===== src/rtl/gamepad_receiver.sv =====
// rtl/gamepad_receiver.sv - NES/SNES serial pad receiver: latch/clock strobes, synchronised sampling, press-edge flags
module gamepad_receiver #(
  parameter int CLK_DIV         = 150,
  parameter int N_BITS          = 8,
  parameter int N_PADS          = 1,
  parameter bit ACTIVE_LOW_DATA = 1'b1
) (
  input  logic                       clk,
  input  logic                       rst_n,
  input  logic                       poll,
  input  logic [N_PADS-1:0]          pad_data,
  output logic                       pad_latch,
  output logic                       pad_clk,
  output logic                       busy,
  output logic                       valid,
  output logic [N_PADS*N_BITS-1:0]   buttons,
  output logic [N_PADS*N_BITS-1:0]   pressed
);

  localparam int CW = $clog2(2*CLK_DIV);
  localparam int KW = $clog2(N_BITS);
  localparam logic [CW-1:0] LAT_LAST  = CW'(2*CLK_DIV-1);
  localparam logic [CW-1:0] HALF_LAST = CW'(CLK_DIV-1);
  localparam logic [KW-1:0] K_LAST    = KW'(N_BITS-1);

  typedef enum logic [2:0] {S_IDLE, S_LATCH, S_LOW, S_HIGH, S_DONE} state_t;

  state_t                     r_state;
  logic [CW-1:0]              r_cnt;
  logic [KW-1:0]              r_k;
  logic [N_PADS-1:0]          r_sync1;
  logic [N_PADS-1:0]          r_sync2;
  logic [N_PADS*N_BITS-1:0]   r_shift;
  logic [N_PADS-1:0]          w_bit;

  assign w_bit = ACTIVE_LOW_DATA ? ~r_sync2 : r_sync2;

  // Strobes and busy follow the state one cycle later so every pin is a clean flop output.
  always_ff @(posedge clk or negedge rst_n) begin
    if (!rst_n) begin
      r_state   <= S_IDLE;
      r_cnt     <= '0;
      r_k       <= '0;
      r_sync1   <= '0;
      r_sync2   <= '0;
      r_shift   <= '0;
      pad_latch <= 1'b0;
      pad_clk   <= 1'b0;
      busy      <= 1'b0;
      valid     <= 1'b0;
      buttons   <= '0;
      pressed   <= '0;
    end else begin
      r_sync1   <= pad_data;
      r_sync2   <= r_sync1;
      pad_latch <= (r_state == S_LATCH);
      pad_clk   <= (r_state == S_HIGH);
      busy      <= (r_state != S_IDLE);
      valid     <= 1'b0;
      pressed   <= '0;
      case (r_state)
        S_IDLE: begin
          r_cnt <= '0;
          r_k   <= '0;
          if (poll) r_state <= S_LATCH;
        end
        S_LATCH: begin
          if (r_cnt == LAT_LAST) begin
            r_cnt   <= '0;
            r_state <= S_LOW;
          end else begin
            r_cnt <= r_cnt + CW'(1);
          end
        end
        S_LOW: begin
          if (r_cnt == HALF_LAST) begin
            r_cnt <= '0;
            for (int p = 0; p < N_PADS; p++) begin
              for (int j = 0; j < N_BITS; j++) begin
                if (r_k == KW'(j)) r_shift[p*N_BITS+j] <= w_bit[p];
              end
            end
            r_state <= (r_k == K_LAST) ? S_DONE : S_HIGH;
          end else begin
            r_cnt <= r_cnt + CW'(1);
          end
        end
        S_HIGH: begin
          if (r_cnt == HALF_LAST) begin
            r_cnt   <= '0;
            r_k     <= r_k + KW'(1);
            r_state <= S_LOW;
          end else begin
            r_cnt <= r_cnt + CW'(1);
          end
        end
        S_DONE: begin
          buttons <= r_shift;
          pressed <= r_shift & ~buttons;
          valid   <= 1'b1;
          r_state <= S_IDLE;
        end
        default: r_state <= S_IDLE;
      endcase
    end
  end

endmodule


===== config.mk =====
export PLATFORM = sky130hd
export DESIGN_NAME = gamepad_receiver
export DESIGN_NICKNAME = d
export VERILOG_FILES = /design/src/rtl/gamepad_receiver.sv
export SDC_FILE = /design/constraint.sdc
export NUM_CORES = 1
export LEC_CHECK = 0
export BUFFER_PORTS_ARGS = -buffer_cell sky130_fd_sc_hd__buf_2
export CAP_MARGIN = 25
export CORE_AREA = 2 2 91 67
export CTS_BUF_LIST = sky130_fd_sc_hd__clkbuf_2 sky130_fd_sc_hd__clkbuf_4 sky130_fd_sc_hd__clkbuf_8
export DETAILED_ROUTE_END_ITERATION = 6
export DIE_AREA = 0 0 93 69
export REMOVE_ABC_BUFFERS = 1
export SLEW_MARGIN = 20
export SYNTH_ARGS = -nofsm -noshare
export SYNTH_HDL_FRONTEND = slang
export SYNTH_SLANG_ARGS = --single-unit

===== constraint.sdc =====
create_clock -name clk -period 1.7 [get_ports clk]
set_input_delay 0.255 -clock clk [delete_from_list [all_inputs] [get_ports clk]]
set_output_delay 0.255 -clock clk [all_outputs]
set_load 0.01 [all_outputs]

======== After elaboration in Yosys (flattened, before gate mapping) ========
Index checks and enable logic that the tools add are counted.
cells by class
  reduce and logical (&&, ||, !) cells .... 16
  equal/unequal tests ..................... 17
  bitwise logic cells ..................... 3
  muxes and demuxes ....................... 13
  add/sub/neg operators ................... 2
operators by type and width
  operator             number
  $pmux 9 s3           1
  $reduce_and 3->1     8
  $mux 3               6
  $mux 9               2
  $eq 3x3->1 const B   5
  $eq 3x2->1 const B   4
  $pmux 3 s4           1
  $add 9x1->9 const B  1
  $eq 9x8->1 const B   1
  $eq 9x9->1 const B   1
  $and 8x8->8          1
  $mux 8               1
  $not 8->8            1
  $eq 3x1->1 const B   2
  $logic_not 3->1      2
  $pmux 3 s2           1
  $reduce_bool 3->1    2
  $ne 2x1->1 const B   2
  $ne 2x2->1 const B   2
  $reduce_and 4->1     1
  $add 3x1->3 const B  1
  $reduce_and 2->1     1
  $reduce_bool 2->1    1
  $reduce_or 2->1      1
  other kinds (2)      2
word-level totals
  output and inout port bits .............. 20
  bits of input ports ..................... 4
  bits in registers ....................... 45
  word-level logic and storage cells ...... 70

======== Longest topological paths before layout ========
Gate-level depths: netlist of run 1.
  word-level depth ........................ 4
  depth in mapped cells ................... 7
  depth with buffers taken out ............ 6

======== Worst setup path before layout of run 1 ========
No wires, ideal clock.
  kind .................................... reg2reg
  from .................................... register r_cnt[0]
  to ...................................... register r_cnt[3]
  setup time .............................. 134 ps
  stages on the path, launching flop included .. 7
  arrival ................................. 1,404 ps
  setup slack ............................. 162 ps
  clock period less this slack ............ 1,538 ps
  buffers on the path ..................... 1
  data required time ...................... 1,566 ps
  cells stage by stage .................... dfrtp_1 ha_1 nand3_1 o31a_1 buf_6 o21ai_1 o211ai_1
between the ends
  word-level cells in the longest chain between the ends .. 3
  elaborated cells on any way between the ends .. 6
  those cells by class .................... 1 x add/sub; 2 x eq/ne; 3 x mux
RTL lines
  element                              line        RTL
  from (decl)                          29          logic [CW-1:0] r_cnt;
  from (signal assigned)               72          r_cnt <= r_cnt + CW'(1);
  from (signal assigned)               85          r_cnt <= r_cnt + CW'(1);
  from (signal assigned)               94          r_cnt <= r_cnt + CW'(1);
  $add 9x1->9 (tied with other cells)  72, 85, 94
  $mux 9 (on tied branches)            76, 89, 68
  $pmux 9 s3 *                         61          case (r_state)
Every way passes the cells marked *; elsewhere a longest branch is shown, timed or not.
A chain may end at the register's enable or synchronous reset.

======== Final worst setup path of run 1 ========
  from .................................... register r_cnt[8]
  to ...................................... register r_cnt[5]
between the ends
  word-level cells in the longest chain between the ends .. 3
  elaborated cells on any way between the ends .. 5
  those cells by class .................... 2 x eq/ne; 3 x mux
RTL lines
  element                                   line
  $eq 9x8->1 or $eq 9x9->1 (tied branches)  76, 89, 68
  $mux 9 (on tied branches)                 76, 89, 68
  $pmux 9 s3 *                              61
Marked as above.

==> summary.md, run 1 <==
| Metric | Value |
|---|---|
| Final Hold Viols | 0 |
| Crit. End Element | flip-flop |
| Register area | 0.00113 mm2 |
| Setup TNS | 0 ns |
| Area of the multi-input gates | a little over 800 um2 |
| Worst slew margin | about 72% |
| Vias in the first global route | about 1,300 |
| Slew @ Worst Pin | approximately 0.42 ns |
| Port Buf Inserts | 23 |
| Worst Setup Path Type | reg -> reg |
| Largest net degree at the start of global routing | 25 |
| Pwr per Cell Area | approximately 770 mW/mm2 |
| Syn. warnings | 0 |
| Synthesized area per cell | about 10 um2 |
| Status | completed |
| GRT met3 Usage | under 10% |
| Placed cell area | 0.00234 mm2 |
| Critical Path Start Type | flip-flop |
| Chip height | 69 um |
| Root buf cell | clkbuf_8 |
| Via count | 1,482 |
| Main combinational cell family by area after synthesis | simple AND/OR/NAND/NOR gates |
| Synthesized instance count | around 190 |
| HP Class | in -> reg |
| Cell variety after synth | 32 |
| DIE WIDTH | 93 um |
| Post-synth EDFFs | 0 |
| Max Root-Sink Buffers | 2 |
| Simple-Gate Fraction of Synth Area | 19.4% |
| Fin Hold WS | 0.0634 ns |
| Mux contribution to synthesized area | under 10% |
| Slowest cell delay on critical path | 0.40 ns |
| Layout area overhead | 24.1% |
| CP max FO | 4 |
| First-pass iteration count of the detailed router | 4 |
| Fmax | between 0.6 and 0.7 GHz |
| Core box area | ~0.0055 mm2 |
| RSZ-0062 raised after global routing | true |
| Clk Latency, worst-skew pair | slightly below 0.3 ns |
| CP arrival | roughly 1.8 ns |
| GRT Util Overall | 13.1% |
| Required @ worst endpoint | 1.86 ns |
| Htree depth | 2 |
| FILL cells | approximately 550 |
| GR Util met1 | between 20% and 30% |
| Commonest non-fill, non-tap cell in the layout | dfrtp_1 |
| Leading cell types in the layout, fill and taps excluded | 45 x dfrtp_1, 33 x nand2_1, 23 x buf_2 |
| Final #Nets | 250 |
| Maximum vdd drop | 0.000271 V |
| Slowest CP cell | dfrtp_1 |
| Reg clk slew, reported paths | approximately 0.080 ns |
| # IOs | 24 |
| GPL Wtd Cong | ~0.80 |
| Final wirelength | roughly 3.8 mm |
| Synthesized area | 0.00202 mm2 |
| First-pass GRT wire length | 6.64 mm |
| Via-per-instance ratio | around 4.7 |
| DRC | 0 |
| Synth Area in Adders | between 4 and 5% |
| Initial antenna violation count | 0 |
| Setup Skew | approximately 0.0043 ns |
| Routed Antenna Nets | 0 |
| CTS tree | built |
| Top_reg_cell synth | dfrtp_1 |
| Static Leakage | between 1 and 1.5 nW |
| Worst-path cell chain | or3b_1 -> o31a_1 -> buf_4 -> o21ai_1 -> o211ai_1 |
| Gr busiest metal | met1 |
| Row count | 23 |
| Synth Area in Compound Gates | a little under a tenth |
| Finished Layout Cells | ~310 |
| Max cap viols | 0 |
| Die area | approximately 0.0064 mm2 |
| XOR/XNOR Fraction of Synth Area | 0% |
| Total power | ~1.9 mW |
| Final Critical Period | approximately 1.6 ns |
| Slew Limit Fails | 0 |
| Drt wl/cell | between 10 and 15 um |
| Final Cycle Share | between 90 and 100% |
| Seq/Total Area, Yosys | approximately 56% |
| Ys async rst share | 100% |
| Clk sink count | 45 |
| Iteration-0 DRC Markers | 69 |
| Met2 usage | 16.8% |
| Num CTS Buffers | 5 |
| Cell area after layout | roughly 0.0025 mm2 |
| DPL Wire Length | ~2.8 mm |
| Layout cells sized above 1 | between 20 and 30% |
| Setup violators final | 0 |
| Register bit total from synthesis | 45 |
| Diodes inserted | 0 |
| Dpl cells | approximately 300 |
| Grt ovf | 0 |
| Initial Utilization | 36.6% |
[critical path: cells and delay by family (launching register included)]
kind,cells,cell delay (ns)
DFF,1,0.40
AOI/OAI and AO/OA,3,0.59
and+or+nand+nor,1,0.36
buffers and inverters,1,0.17
[report_power, final]
part / leakage (nW) / internal [mW] / total [mW] / switching, mW
Combinational: 0.576 / 0.00777 / 0.0298 / 0.0220
Sequential: 0.594 / 1.07 / 1.07 / 0.00312
Clock: 0.0574 / 0.478 / 0.828 / 0.350
Total: 1.23 / 1.56 / 1.93 / 0.375
[worst paths after layout]
path / start / to / slack [ns] / cells after the start
min reg2reg: r_sync1 / r_sync2 / 0.35 / 0
max reg2reg: r_cnt[8] / r_cnt[5] / 0.06 / 5
max: r_cnt[8] / r_cnt[5] / 0.06 / 5
min: pad_data / r_sync1 / 0.06 / 1
min in group asynchronous: rst_n / r_k[2] / 0.42 / 2
max in group asynchronous: rst_n / pressed[3] / 0.73 / 3
[routing by layer]
metal,vias up,share of wire (%)
met4,0,1.5
met5,-,0
met3,5,5.3
met2,38,38
li1,755,-
met1,684,55
[synth_stat cells (3+ instances only)]
library cell	number	share of area, %
o21ai_1	11	2.7
o31a_1	3	1.3
nor3_1	10	2.5
o211ai_1	3	1.1
clkbuf_1	3	0.56
nor2_1	4	0.74
buf_2	3	0.74
o22ai_1	6	1.9
a21oi_1	3	0.74
ha_1	8	5.0
nor4_1	3	0.93
dfrtp_1	45	56
nand2_1	33	6.1
nand3_1	9	2.2
inv_1	16	3.0
mux2i_1	11	5.4
nor2b_1	3	0.93
[cell type report]
cell class | count | share of cell area (%)
Clock inverter | 2 | 1.50
Clock buffer | 6 | 3.29
Sequential cell | 45 | 44.9
Tap cell | 75 | 3.74
Timing Repair Buffer | 46 | 12.1
Multi-Input combinational cell | 124 | 32.1
Inverter | 16 | 2.39
[metrics by stage]
step	setup WS [ns]	utilization, %
after floorplan	0.0905	-
after global placement	0.0582	42.4
after detailed placement	0.0409	42.4
after CTS	0.0307	44.8
after global routing	-0.0155	45.4
final	0.0605	45.4
[flip-flops by register name, summed over array words and instances (netlist names), 3 cells and up]
| register | cells |
|---|---|
| r_state | 3 |
| r_shift | 8 |
| r_cnt | 9 |
| buttons | 8 |
| r_k | 3 |
| pressed | 8 |
[logic make-up (layout without fill, tap and decap cells)]
logic type | after synthesis | after routing
flops | 45 | 45
simple gates | 74 | 74
mux | 11 | 11
buf+inv | 24 | 70
compound gates | 31 | 31
fa+ha+maj | 8 | 8
[what timing repair did]
item                       in CTS  in global routing
setup endpoints to repair       0                 10
hold endpoints to repair       16                  0
resized for setup               0                  5
buffers inserted                0                  3
hold buffers                    1                  0
No activity file was read; power rests on OpenSTA's default activity.
==> inputs of run 2 (changes only) <==
--- a/config.mk
+++ b/config.mk
@@ -5,12 +5,13 @@
 export SDC_FILE = /design/constraint.sdc
 export NUM_CORES = 1
 export LEC_CHECK = 0
+export ABC_AREA = 1
 export BUFFER_PORTS_ARGS = -buffer_cell sky130_fd_sc_hd__buf_2
 export CAP_MARGIN = 25
-export CORE_AREA = 2 2 91 67
+export CORE_AREA = 2 2 93 68
 export CTS_BUF_LIST = sky130_fd_sc_hd__clkbuf_2 sky130_fd_sc_hd__clkbuf_4 sky130_fd_sc_hd__clkbuf_8
 export DETAILED_ROUTE_END_ITERATION = 6
-export DIE_AREA = 0 0 93 69
+export DIE_AREA = 0 0 95 70
 export REMOVE_ABC_BUFFERS = 1
 export SLEW_MARGIN = 20
 export SYNTH_ARGS = -nofsm -noshare
==> run 2 against run 1 <==
Net effect: wire length is 1.7% lower; first-iteration DRC count is 2.9% higher; synthesized area is 5.8% higher; fmax is 13% higher; count of clock-buffer cells in the layout is 1 lower; flip-flop and latch count stayed put; critical endpoint is now r_cnt[3]; global-route usage is 0.20 points lower; cell count is 12% higher.
==> summary.md, run 2 <==
| Metric | Value |
|---|---|
| Status | completed |
| Simple-Gate Fraction of Synth Area | between 30 and 40% |
| First-pass GRT wire length | between 6 and 7 mm |
| Reg clk slew, reported paths | about 0.090 ns |
| Port Buf Inserts | 23 |
| Core box area | between 0.005 and 0.006 mm2 |
| Biggest register | r_cnt |
| Top_reg_cell synth | dfrtp_1 |
| Synthesized instance count | between 200 and 250 |
| Slew @ Worst Pin | between 0.5 and 0.6 ns |
| Syn. warnings | 0 |
| Setup violators final | 0 |
| Register bit total from synthesis | 45 |
| Post-CTS Hold Buffers | 0 |
| Met2 Routed Length | around 1.6 mm |
| Static Leakage | ~1.3 nW |
| Met3 Wirelength | 117 um |
| Largest net degree at the start of global routing | 46 |
| R2R depth | 9 |
| Final Cycle Share | a little under nine tenths |
| GPL Wtd Cong | about 0.81 |
| DR top layer | met3 |
| Required @ worst endpoint | ~1.9 ns |
| Synth top cells by count | 79 x nand2_1, 45 x dfrtp_1, 23 x inv_1, 22 x nor2_1, 16 x nand3_1 |
| Via count | 1,546 |
| Slew Limit Fails | 0 |
| Cell variety after synth | 23 |
| Wl on met1 | 2.05 mm |
| Initial Utilization | 36.2% |
| Routed Antenna Nets | 0 |
| Leading cell types in the layout, fill and taps excluded | 79 x nand2_1, 45 x dfrtp_1, 23 x inv_1, 23 x buf_2, 22 x nor2_1 |
| HP Class | in -> async |
| Worst slew margin | between 60 and 70% |
| DIE WIDTH | 95 um |
| RSZ-0062 raised after global routing | false |
| Worst Setup Path Type | reg -> reg |
| DPL Wire Length | ~2.8 mm |
| CTS resizes | 0 |
| Post-synth EDFFs | 0 |
| Final Hold Viols | 0 |
| Seq/Total Area, Yosys | 52.6% |
| Via-per-instance ratio | 4.38 |
| DRC | 0 |
| Clk Latency, worst-skew pair | 0.30 ns |
| Synthesized area | between 0.002 and 0.0025 mm2 |
| CTS tree | built |
| Initial antenna violation count | 0 |
| Fin Hold WS | 0.00950 ns |
| Root buf cell | clkbuf_8 |
| Main combinational cell family by area after synthesis | simple AND/OR/NAND/NOR gates |
| Max cap viols | 0 |
| Origin of the critical flop-to-flop path | r_cnt[1] |
| GRT Util Overall | around an eighth |
| Synth Area in Compound Gates | about 2.3% |
| Iteration-0 DRC Markers | 71 |
| Max reg flops | 9 |
| Diodes inserted | 0 |
| First-pass iteration count of the detailed router | 4 |
| # IOs | 24 |
| Chip height | approximately 70 um |
| Htree depth | 2 |
| Clk sink count | 45 |
| Most common cell in the synthesized netlist | nand2_1 |
| Cell taking the most area after synthesis | dfrtp_1 |
| Grt ovf | 0 |
| Reg-to-reg endpoint | r_cnt[3] |
| Row count | 24 |
| Final Critical Period | 1.45 ns |
| Die area | 0.00665 mm2 |
| Synth top area share | 52.6% |
| Mux contribution to synthesized area | 0% |
| Synthesized area per cell | about 8.7 um2 |
| Setup TNS | 0 ns |
| Ys async rst share | 100% |
| CP max FO | 6 |
| Critical Path Start Type | flip-flop |
| CP arrival | around 1.6 ns |
| Pwr per Cell Area | around 830 mW/mm2 |
| Final #Nets | 286 |
| Layout cells sized above 1 | 23.6% |
| Maximum vdd drop | between 0.0002 and 0.0003 V |
| Max Root-Sink Buffers | 2 |
| Fmax | 0.690 GHz |
| Drt wl/cell | 10.7 um |
| Synth Area in Adders | between 4 and 5% |
| Commonest non-fill, non-tap cell in the layout | nand2_1 |
| Setup Skew | between 0.009 and 0.01 ns |
| Post-CTS Setup Bufs | 0 |
| Vias in the first global route | between 1,000 and 1,500 |
| Final wirelength | 3.77 mm |
| Reg2Reg Setup Slack | around 0.25 ns |
| Num CTS Buffers | 5 |
| XOR/XNOR Fraction of Synth Area | around 1.2% |
| Top post-synthesis cells by area | dfrtp_1 53%, nand2_1 14%, ha_1 4.7% |
| Crit. End Element | flip-flop |
| Layout area overhead | 15.7% |
==> run 2: cell count changes after synthesis, moves of 7 or more <==
cell     change
nor2_2       +7
nand3_1      +7
inv_1        +7
inv_2        +7
nor3_1      -10
mux2i_1     -11
nand2_1     +46
nor2_1      +18
==> run 2: metal layers <==
metal / vias up / global-route usage (%)
li1: 814 / -
met1: 704 / 19.8
met2: 28 / 18.2
met3: 0 / 2.91
met4: 0 / 3.38
met5: - / 0
==> run 2: cells by family after synthesis <==
family          count (synthesis)
xor+xnor                        3
buf+inv                        35
fa+ha+maj                       8
simple gates                  146
compound gates                  9
flops                          45
==> run 2: final cells by class <==
cell class,count,area (um2)
Fill cell,563,3440
Sequential cell,45,1130
Multi-Input combinational cell,166,865
Inverter,32,126
Timing Repair Buffer,24,123
Tap cell,78,97.6
Clock buffer,5,68.8
Clock inverter,3,68.8
==> run 2: through the flow <==
step / utilization, % / setup WS (ns) / cells / power [mW] / area [um2]
2_1_floorplan: - / 0.408 / 243 / 1.10 / 2120
3_3_place_gp: 39.5 / 0.277 / 345 / 1.12 / 2340
3_5_place_dp: 39.5 / 0.249 / 345 / 1.12 / 2340
4_1_cts: 41.8 / 0.220 / 353 / 2.08 / 2470
5_1_grt: 41.8 / 0.0409 / 353 / 2.15 / 2470
6_report: 41.8 / 0.252 / 353 / 2.06 / 2470
==> run 2: worst max path at each step <==
stage             start          to  slack, ns  depth (start not counted)
2_1_floorplan  r_cnt[1]    r_cnt[4]       0.41                          9
3_3_place_gp   r_cnt[1]    r_cnt[2]       0.28                          9
3_5_place_dp   r_cnt[1]    r_cnt[3]       0.25                          9
4_1_cts        r_cnt[1]    r_cnt[3]       0.22                          9
5_1_grt        r_cnt[1]  r_shift[4]       0.04                          9
6_report       r_cnt[1]    r_cnt[3]       0.25                          9
==> run 2: where the power goes <==
group	internal, mW	switching [mW]
clock	0.591	0.367
sequential	1.07	0.00323
combinational	0.00391	0.0200
==> run 2: worst max-delay path: stages, from the launching register on <==
cell     delay [ns]
dfrtp_1        0.41
inv_1          0.10
ha_1           0.16
nand2_1        0.05
nor2_1         0.12
nand2_2        0.12
nand2_4        0.13
nand3_2        0.11
inv_2          0.10
nor2_2         0.04
==> inputs of run 3 (changes only) <==
--- a/config.mk
+++ b/config.mk
@@ -12,6 +12,8 @@
 export CTS_BUF_LIST = sky130_fd_sc_hd__clkbuf_2 sky130_fd_sc_hd__clkbuf_4 sky130_fd_sc_hd__clkbuf_8
 export DETAILED_ROUTE_END_ITERATION = 6
 export DIE_AREA = 0 0 95 70
+export MAX_ROUTING_LAYER = met4
+export RECOVER_POWER = 100
 export REMOVE_ABC_BUFFERS = 1
 export SLEW_MARGIN = 20
 export SYNTH_ARGS = -nofsm -noshare
==> run 3 against run 2 <==
Net effect: critical path depth decreased by 1; sequential power about the same; non-clock buffer count unchanged; wire length increased by 1.3%; clock skew about the same; fmax decreased by 4.1%; design area decreased by 2.9%; via count increased by 0.26%; flip-flop and latch count unchanged; core utilization decreased by 1.2 points; global-route usage increased by 0.36 points.
==> summary.md, run 3 (same netlist as run 2, synthesis figures left out) <==
| Metric | Value |
|---|---|
| Clk Latency, worst-skew pair | 0.30 ns |
| DIE WIDTH | between 90 and 100 um |
| Biggest register | r_cnt |
| # IOs | 24 |
| Setup violators final | 0 |
| HP Class | in -> reg |
| Grt ovf | 0 |
| Commonest non-fill, non-tap cell in the layout | nand2_1 |
| Post-CTS Hold Buffers | 0 |
| Reg2Reg Setup Slack | roughly 0.19 ns |
| Vias in the first global route | 1,434 |
| Routed Antenna Nets | 0 |
| Cell area after layout | roughly 0.0024 mm2 |
| Static Leakage | approximately 1.2 nW |
| Worst Setup Path Type | reg -> reg |
| Clock share of power | between 40% and 50% |
| CTS tree | built |
| RSZ-0062 raised after global routing | false |
| Iteration-0 DRC Markers | between 100 and 150 |
| CTS resizes | 0 |
| First-pass GRT wire length | 6.73 mm |
| Status | completed |
| Worst slew margin | between 20% and 30% |
| CP arrival | about 1.7 ns |
| CP max FO | 8 |
| Flop pwr share | between 50 and 60% |
| Via count | between 1,500 and 2,000 |
| GPL Wtd Cong | approximately 0.82 |
| Origin of the critical flop-to-flop path | r_state[2] |
| Maximum vdd drop | ~0.00030 V |
| Setup Skew | 0.00992 ns |
| Final Cycle Share | about nine tenths |
| R2R depth | 8 |
| Reg clk slew, reported paths | around 0.080 ns |
| Pwr per Cell Area | ~860 mW/mm2 |
| Final core utilization | ~41% |
| Layout cells sized above 1 | between 10% and 20% |
| Max cap viols | 0 |
| Core box area | approximately 0.0059 mm2 |
| Max Root-Sink Buffers | 2 |
| Max reg flops | 9 |
| Combinational Power Share | 1.1% |
| Dpl cells | around 350 |
| Initial antenna violation count | 0 |
| Die area | about 0.0067 mm2 |
| NetSw | between 300 and 400 uW |
| Htree depth | 2 |
| First-pass iteration count of the detailed router | 4 |
| Sw frac | between 10% and 20% |
| Row count | 24 |
| Final #Nets | about 290 |
| Leading cell types in the layout, fill and taps excluded | 82 x nand2_1, 45 x dfrtp_1, 27 x nor2_1 |
| Final wirelength | 3.81 mm |
| Initial Utilization | roughly 36% |
| Layout area overhead | 12.3% |
| Slew @ Worst Pin | between 1 and 1.5 ns |
| Hold Crit Start | pad_data |
| Finished Layout Cells | between 300 and 400 |
| Required @ worst endpoint | between 1.5 and 2 ns |
| Placed cell area | between 0.002 and 0.0025 mm2 |
| Root buf cell | clkbuf_8 |
| Num CTS Buffers | 5 |
| Largest net degree at the start of global routing | 46 |
| Port Buf Inserts | 23 |
| Clk sink count | 45 |
| Final Hold Viols | 0 |
| Crit. End Element | flip-flop |
| Post-CTS Setup Bufs | 0 |
| DRC | 0 |
| Slew Limit Fails | 0 |
| Hold Path Cell Cnt | 1 |
| Via-per-instance ratio | between 4 and 5 |
| DPL Wire Length | 2.78 mm |
| Fmax | ~0.66 GHz |
| Reg-to-reg endpoint | r_k[0] |
| Setup TNS | 0 ns |
| GRT Util Overall | a little over an eighth |
| Fin Hold WS | roughly 0.070 ns |
| Diodes inserted | 0 |
| Critical Path Start Type | flip-flop |
| Int Power | approximately 1.7 mW |
| Hold path endpoint | r_sync1 |
| Final Critical Period | approximately 1.5 ns |
| Drt wl/cell | ~11 um |
| Chip height | ~70 um |
## run 3: cell types whose count changed in the layout (fill, tap and decap cells not counted), moves of 2 or more
| cell | change |
|---|---|
| buf_2 | -20 |
| clkbuf_1 | +20 |
| o21ai_0 | +6 |
| o21ai_1 | -6 |
| nor2_1 | +5 |
| nor2_2 | -4 |
| nand2_1 | +3 |
| nand3_1 | +3 |
| nand3_2 | -3 |
| nand2_2 | -2 |
## run 3: power by group through the flow
stage	Clock [mW]	Combinational, mW	Sequential, mW
finish	0.960	0.0232	1.07
global route	1.04	0.0292	1.08
CTS	0.982	0.0264	1.07
detailed placement	0	0.0267	1.10
global placement	0	0.0264	1.10
floorplan	0	0.0000186	1.10
## run 3: worst max path at each step
stage / from / to / cells past startpoint
after floorplan: r_cnt[1] / r_cnt[4] / 9
after global placement: r_cnt[1] / r_cnt[2] / 9
after detailed placement: r_cnt[1] / r_cnt[3] / 9
after CTS: r_cnt[1] / r_cnt[3] / 9
after global routing: r_state[2] / r_k[2] / 9
final: r_state[2] / r_k[0] / 8
## run 3: layer usage
metal	vias up	share of wire [%]	track usage, %
met1	711	54	19.8
li1	811	-	-
met4	0	1.1	3.38
met5	-	0	-
met3	5	3.6	2.91
met2	23	42	18.2
## run 3: metrics by stage
stage / setup slack [ns] / total power, mW
5_1_grt: 0.0330 / 2.15
4_1_cts: 0.220 / 2.08
3_3_place_gp: 0.277 / 1.12
6_report: 0.190 / 2.06
3_5_place_dp: 0.249 / 1.12
2_1_floorplan: 0.408 / 1.10
## run 3: worst max-delay path, stage by stage, from the launching register on
cell and delay (ns):
dfrtp_1 0.53, inv_6 0.15, nand2_1 0.10, nor2_1 0.22, inv_2 0.08, nor2_4 0.14
inv_2 0.06, nand3_1 0.07, nand2_1 0.06
## run 3: cell type report
type,count,area (um2)
clock buffer,5,68.8
clock inverter,3,68.8
fill,573,3510
inverter,32,126
multi-input combinational,166,820
sequential,45,1130
tap,78,97.6
timing repair buffer,24,95.1
